<file path="src/rtl/rs_mult_pkg.sv">
// rs_mult_pkg: shared sizing and FSM state encoding for the shift-add multiplier sequencer.
package rs_mult_pkg;
   localparam int N  = 6;
   localparam int PW = 2 * N;
   typedef enum logic [1:0] {IDLE, LOAD, SHIFT, CAPTURE} state_e;
   function automatic int cnt_width(input int n);
      return $clog2(n) + 1;
   endfunction
endpackage

</file>
<file path="src/rtl/rs_mult_sequencer.sv">
// rs_mult_sequencer: serialises the multiplier LSB first into a shift-add datapath
// and captures the accumulator once N bits have been applied.
module rs_mult_sequencer
   import rs_mult_pkg::*;
#(
   parameter int N  = rs_mult_pkg::N,
   parameter int PW = rs_mult_pkg::PW
) (
   input  logic          clk,
   input  logic          rst_n,
   input  logic          start,
   input  logic [N-1:0]  a,
   input  logic [N-1:0]  b,
   output logic          x_bit,
   output logic [N-1:0]  y_out,
   output logic          load_out,
   input  logic [PW-1:0] p_in,
   output logic          busy,
   output logic          done,
   output logic [PW-1:0] product
);
   localparam int CW = cnt_width(N);
   state_e          state_q, state_d;
   logic [CW-1:0]   cnt_q, cnt_d;
   logic [N-1:0]    a_q, a_d, b_q, b_d;
   logic [PW-1:0]   prod_q, prod_d;
   logic            done_q, done_d;
   logic            accept, last, cap;
   always_ff @(posedge clk or negedge rst_n)
      if (!rst_n) state_q <= IDLE;
      else        state_q <= state_d;
   always_comb begin
      accept  = (state_q == IDLE) && start;
      last    = cnt_q == CW'(N - 1);
      cap     = state_q == CAPTURE;
      state_d = (state_q == IDLE)  ? (start ? LOAD : IDLE) :
                (state_q == LOAD)  ? SHIFT :
                (state_q == SHIFT) ? (last ? CAPTURE : SHIFT) : IDLE;
   end
   always_comb begin
      load_out = (state_q == IDLE) || (state_q == LOAD);
      busy     = state_q != IDLE;
      x_bit    = (state_q == SHIFT) & a_q[0];
      y_out    = b_q;
      done     = done_q;
      product  = prod_q;
   end
   // Operands are captured only on acceptance so later input changes cannot leak in.
   always_comb begin
      a_d    = accept ? a : (state_q == SHIFT) ? a_q >> 1 : a_q;
      b_d    = accept ? b : b_q;
      cnt_d  = (state_q == LOAD) ? '0 : (state_q == SHIFT) ? cnt_q + 1'b1 : cnt_q;
      prod_d = cap ? p_in : prod_q;
      done_d = cap;
   end
   always_ff @(posedge clk or negedge rst_n)
      if (!rst_n) begin
         cnt_q  <= '0;
         a_q    <= '0;
         b_q    <= '0;
         prod_q <= '0;
         done_q <= 1'b0;
      end else begin
         cnt_q  <= cnt_d;
         a_q    <= a_d;
         b_q    <= b_d;
         prod_q <= prod_d;
         done_q <= done_d;
      end
endmodule

</file>
<file path="config.mk">
export PLATFORM = sky130hd
export DESIGN_NAME = rs_mult_sequencer
export DESIGN_NICKNAME = d
export VERILOG_FILES = /design/src/rtl/rs_mult_pkg.sv /design/src/rtl/rs_mult_sequencer.sv
export SDC_FILE = /design/constraint.sdc
export NUM_CORES = 1
export LEC_CHECK = 0
export CAP_MARGIN = 20
export CORE_ASPECT_RATIO = 1.25
export CORE_MARGIN = 8
export CORE_UTILIZATION = 44
export DETAILED_ROUTE_END_ITERATION = 8
export PLACE_DENSITY = 0.9
export SYNTH_ARGS = -nofsm -noshare
export SYNTH_HDL_FRONTEND = slang
export SYNTH_SLANG_ARGS = --single-unit
export TNS_END_PERCENT = 30
</file>
<file path="constraint.sdc">
create_clock -name clk -period 1.7 [get_ports clk]
set_input_delay 0.255 -clock clk [delete_from_list [all_inputs] [get_ports clk]]
set_output_delay 0.255 -clock clk [all_outputs]
set_load 0.1 [all_outputs]
</file>
==> metrics.txt, run 1 <==
Overflow after GRT 0; FILL cells 189; Synth Area per Inst 13.9 µm²; IO Count 49; Setup crit end kind output port; total clock sinks 31; vias in the first global route 1019; gr usage total 13.1%; compound-cell area share of the yosys netlist 6.06%; total core area 2950 µm²; crit path DAT 1.41 ns; required time worst endpoint 1.44 ns; first-pass iteration count of the detailed router 4; antenna-violating nets left 0; endpoints failing setup 0; Die Area 5150 µm²; H-tree levels 2; IO buf count 48; global placer's final weighted congestion 0.706; CP max FO 3; Starting Density 46.3%; synthesis-to-layout area growth 61.3%; biggest area consumer among synthesized cells dfrtp_1; post-DP HPWL 2470 µm; Vias 958; synth top area cells dfrtp_1, mux2_2, mux2_4; WP buf/inv 2; Seq/Total Area, Yosys 56.9%; r2r setup slk 0.23 ns; clock latency reported for the late side of the worst-skew pair 0.33 ns; post-synthesis async set-or-reset flop share 100%; share of layout cells above drive strength 1 43.9%; CTS buffer count 5; Core Util, Final 74.7%; status complete, no violations; # DRC 0; fin. max-slew vios 0; Peak Freq 0.601 GHz; Max Cap Violations 0; syn_nets 131; xor/xnor share of the synthesized area 0%; simple-gate share of the synthesized area 7.52%; clk buf depth 2; number of flops mapped to enable cells by yosys 0; first-iteration detailed-routing DRC count 33; ys flop type dfrtp_1; Die Height 78.2 µm; FF+latch count, synth 31; mux cell area share after synthesis 20.9%; Unique masters post-synth 26; Slew @ Worst Pin 0.570 ns; Clock Pin Slew Worst Setup and Hold Paths 0.09 ns; Layout Nets 187; Slew HR 62.0%; HP Class primary input to async pin; Synth Instances 98; Worst Skew 0.00522 ns; RR Endpoint product[7]$_DFFE_PN0P_; chip width 65.8 µm; min Tclk post-route 1.66 ns; CP Class flop to output port; Crit path largest cell delay 0.40 ns; FF-to-FF Start state_q[0]$_DFF_PN0_; initial antenna violation count 0; Avg Vias per Cell 5.02; R2R cell count 2; crit start category flop; top cell type's share of synthesized area 56.9%; final WL 3150 µm; mapped cell area 1360 µm²; Wirelength per Cell 16.5 µm; CTS tree done; antenna cell count 0; yosys warns 0; crit-path leading delay family flip-flops; Slowest cell on crit path dfrtp_1; RSZ-0062 raised after global routing yes; period utilization 97.8%; # rows 22; largest family of logic cells by synthesized area multiplexers; pin count of the biggest net entering global routing 32; Root Buffer clkbuf_4; final hold vios 0; CP cell instances inv_2 -> ha_4 -> or2_4 -> buf_12; fraction of the mapped netlist area in adder cells 5.50%; global-route wire length before repair 5150 µm
worst max path at each step:
stage	start	end	slack [ns]	depth (start not counted)
floorplan	state_q[0]$_DFF_PN0_	state_q[0]$_DFF_PN0_	-0.02	4
global placement	start	y_out[4]$_DFFE_PN0P_	0.28	3
detailed placement	start	y_out[0]$_DFFE_PN0P_	0.23	3
CTS	state_q[0]$_DFF_PN0_	load_out	-0.004	4
global route	state_q[0]$_DFF_PN0_	load_out	-0.03	4
finish	state_q[1]$_DFF_PN0_	load_out	0.04	4
flip-flops by register name (all words and copies together), names as in the netlist:
register	count
product	12
a_q	6
y_out	6
cnt_q	4
state_q	2
done	1
per-stage QoR:
stage                     hold slack [ns]  std cells  TNS (ns)  worst slack, ns  area (µm²)
final                               0.310        191         0           0.0373        2200
after global placement              0.461        181         0            0.281        2100
after detailed placement            0.479        181         0            0.235        2100
after floorplan                   -0.0406         98   -0.0213          -0.0213        1370
after CTS                           0.306        190  -0.00357         -0.00357        2190
after global routing                0.325        191   -0.0270          -0.0270        2200
per-layer routing:
metal	GRT usage (%)	routed length, µm	vias to the layer above	part of all wire (%)
li1	-	-	451	-
met1	14.9	1230	465	39
met2	20.9	1610	38	51
met3	5.54	256	4	8.1
met4	5.25	54	0	1.7
met5	0	0	-	0
Yosys cell counts (2+ instances only):
library cell	instances
dfrtp_1	31
mux2_2	12
ha_1	6
mux2_4	6
mux2i_1	6
a21oi_2	5
inv_1	4
o21ai_0	4
nor2_2	3
nand2_1	2
nand2b_1	2
nand3_1	2
nor2_1	2
layout by cell type (no fill, tap or decap):
master	synthesis	routed
clkbuf_1	0	2
o21ai_1	1	1
nor2_1	2	2
clkbuf_4	0	5
mux2_2	12	12
clkdlybuf4s50_1	0	26
a21oi_2	5	5
and2_4	0	1
nand3b_1	1	1
nor2_2	3	3
ha_1	6	3
or2_4	0	1
o21ai_0	4	4
ha_4	0	2
inv_1	4	2
clkinv_2	0	1
mux2_4	6	6
dfrtp_2	0	1
nand3_1	2	2
buf_12	0	22
nand2_1	2	2
nand4b_1	1	1
nand2b_1	2	2
a31oi_1	1	1
nand2_4	1	1
buf_4	1	4
dfrtp_1	31	30
mux2i_1	6	6
or3_1	1	1
inv_2	1	3
ha_2	0	1
o31ai_1	1	1
final cells by class:
| cell class | instances | area [µm²] | share of cell area (%) |
|---|---|---|---|
| clock buffer | 7 | 45.0 | 2.05 |
| clock inverter | 1 | 5.00 | 0.228 |
| inverter | 5 | 18.8 | 0.853 |
| multi-input combinational | 59 | 578 | 26.3 |
| sequential | 31 | 777 | 35.3 |
| tap | 36 | 45.0 | 2.05 |
| timing repair buffer | 52 | 731 | 33.2 |
cell families (layout without fill, tap and decap cells):
logic type | after synthesis | count (layout)
AO/OA/AOI/OAI | 12 | 12
adder cells (fa/ha/maj) | 6 | 6
buffers and inverters | 8 | 65
flip-flops | 31 | 31
multiplexers | 24 | 24
AND/OR/NAND/NOR | 17 | 17
what timing repair did:
item / CTS / global route
pin swaps: 2 / 2
gates resized for setup: 8 / 2
setup buffers: 1 / 1
hold buffers: 0 / 0
endpoints found under the setup margin: 1 / 2
hold endpoints to repair: 0 / 0
Power of run 1 is not shown: default switching activity piles up to over one toggle a cycle in this logic, so the estimate is an artifact.
==> run 2: changes to the inputs <==
--- a/config.mk
+++ b/config.mk
@@ -5,12 +5,14 @@
 export SDC_FILE = /design/constraint.sdc
 export NUM_CORES = 1
 export LEC_CHECK = 0
+export ABC_AREA = 1
 export CAP_MARGIN = 20
 export CORE_ASPECT_RATIO = 1.25
 export CORE_MARGIN = 8
 export CORE_UTILIZATION = 44
 export DETAILED_ROUTE_END_ITERATION = 8
 export PLACE_DENSITY = 0.9
+export SKIP_CTS_REPAIR_TIMING = 1
 export SYNTH_ARGS = -nofsm -noshare
 export SYNTH_HDL_FRONTEND = slang
 export SYNTH_SLANG_ARGS = --single-unit
==> metrics.txt, run 2 <==
status complete, no violations; Overflow after GRT 0 (unchanged); Slowest cell on crit path dfrtp_1; antenna cell count 0 (unchanged); HP Class primary input to async pin; Root Buffer clkbuf_4; synth top area cells dfrtp_1, mux2_2, nand2_1; synthesis-to-layout area growth 59.5%; yosys warns 0 (unchanged); Worst Skew 0.00758 ns (+0.00236 ns); syn_nets 158 (+21%); gr usage total 13.5% (+0.46 points); total clock sinks 31 (unchanged); r2r setup slk 0.33 ns (+0.10 ns); Wirelength per Cell 15.9 µm (-3.8%); Setup crit end kind output port; most common cell after layout, fill and taps aside dfrtp_1; global-route wire length before repair 5350 µm (+3.7%); Clock Pin Slew Worst Setup and Hold Paths 0.09 ns (about the same); Max Cap Violations 0 (unchanged); chip width 66.0 µm (+0.28%); post-DP HPWL 2630 µm (+6.3%); crit start category flop; initial antenna violation count 0 (unchanged); required time worst endpoint 1.44 ns (about the same); first-iteration detailed-routing DRC count 22 (-33%); fin. max-slew vios 0 (unchanged); clk buf depth 2 (unchanged); Avg Vias per Cell 5.03 (+0.34%); RR Endpoint a_q[4]$_DFFE_PN0P_; Slew @ Worst Pin 0.371 ns (-0.199 ns); crit-path leading delay family buffers and inverters; synth cell count leaders dfrtp_1, nand2_1, nand3_1, mux2_2; Synth Area per Inst 11.0 µm² (-21%); ys flop type dfrtp_1; final hold vios 0 (unchanged); endpoints failing setup 0 (unchanged); # DRC 0 (unchanged); FF+latch count, synth 31 (unchanged); Die Area 5180 µm² (+0.58%); mapped cell area 1370 µm² (+0.73%); H-tree levels 2 (unchanged); Starting Density 46.2% (-0.092 points); CP max FO 3 (unchanged); slack of the critical path 0.00520 ns (-0.0321 ns); Synth Instances 125 (+28%); Slew HR 75.2% (+13 points); R2R cell count 6 (+4); IO Count 49 (unchanged); Layout Nets 212 (+13%); Post-Place Cell Area 2120 µm² (+0.83%); Seq/Total Area, Yosys 56.5% (-0.41 points); clock latency reported for the late side of the worst-skew pair 0.33 ns (about the same); final WL 3410 µm (+8.3%); Peak Freq 0.590 GHz (-1.9%); cell with the most instances after synthesis dfrtp_1; Unique masters post-synth 17 (-35%); antenna-violating nets left 0 (unchanged); crit path DAT 1.44 ns (+0.03 ns); top cell type's share of synthesized area 56.5% (-0.41 points); FF-to-FF Start state_q[0]$_DFF_PN0_; pre-CTS setup slack 0.244 ns (+0.00897 ns); Crit path largest cell delay 0.42 ns (+0.02 ns); CP Depth 5 (+1); commonest cells after routing, fill and taps aside dfrtp_1, nand2_1, clkdlybuf4s50_1, buf_12, nand3_1; Vias 1082 (+13%); CP Class flop to output port; RSZ-0062 raised after global routing yes; Die Height 78.5 µm (+0.29%); vias in the first global route 1139 (+12%); Final Cell Area 2190 µm² (-0.40%); first-pass iteration count of the detailed router 4 (unchanged); pin count of the biggest net entering global routing 32 (unchanged); max reg flops 12 (unchanged); min Tclk post-route 1.69 ns (+0.0321 ns); total core area 2970 µm² (+0.93%); WP buf/inv 3 (+1); number of flops mapped to enable cells by yosys 0 (unchanged); period utilization 99.7% (+1.9 points); # rows 22 (unchanged); post-synthesis async set-or-reset flop share 100% (unchanged); global placer's final weighted congestion 0.719 (+1.9%); share of layout cells above drive strength 1 30.7% (-13 points); CP cell instances inv_2 -> ha_4 -> clkinvlp_4 -> nand2_8 -> buf_12; biggest area consumer among synthesized cells dfrtp_1; CTS tree done; IO buf count 48 (unchanged); CTS buffer count 5 (unchanged)
## run 2: how the worst max path moves through the flow
stage / start / end
after floorplan: state_q[0]$_DFF_PN0_ / load_out
after global placement: state_q[0]$_DFF_PN0_ / load_out
after detailed placement: state_q[0]$_DFF_PN0_ / a_q[4]$_DFFE_PN0P_
after CTS: state_q[0]$_DFF_PN0_ / load_out
after global routing: state_q[1]$_DFF_PN0_ / load_out
final: state_q[0]$_DFF_PN0_ / load_out
## run 2: layer usage
layer	share of wire (%)	track usage (%)	vias up	routed length, µm
met1	39	14.3	504	1340
met4	2.7	7.07	0	93
met3	9.8	5.82	9	333
li1	-	-	515	-
met5	0	0	-	0
met2	48	22.1	54	1640
## run 2: logic make-up after synthesis
group           synth area share (%)
mux                             9.84
simple gates                    17.0
compound gates                  4.83
buf+inv                         6.37
flops                           56.5
fa+ha+maj                       5.46
## run 2: per-stage QoR
step                hold slack [ns]  util, %  std cells  setup TNS (ns)
finish                        0.309     73.7        215               0
global route                  0.335     73.7        215         -0.0912
CTS                           0.307     73.2        215          -0.191
detailed placement            0.500     71.3        208               0
global placement              0.488     71.3        208               0
floorplan                   -0.0406        -        125          -0.267
## run 2: cell type report
class,instances,area [µm²]
inverter,8,33.8
fill,199,782
clock buffer,6,51.3
clock inverter,1,5.00
timing repair buffer,53,738
multi-input combinational,80,542
sequential,31,776
tap,36,45.0
Power of run 2 is left out for the same reason.
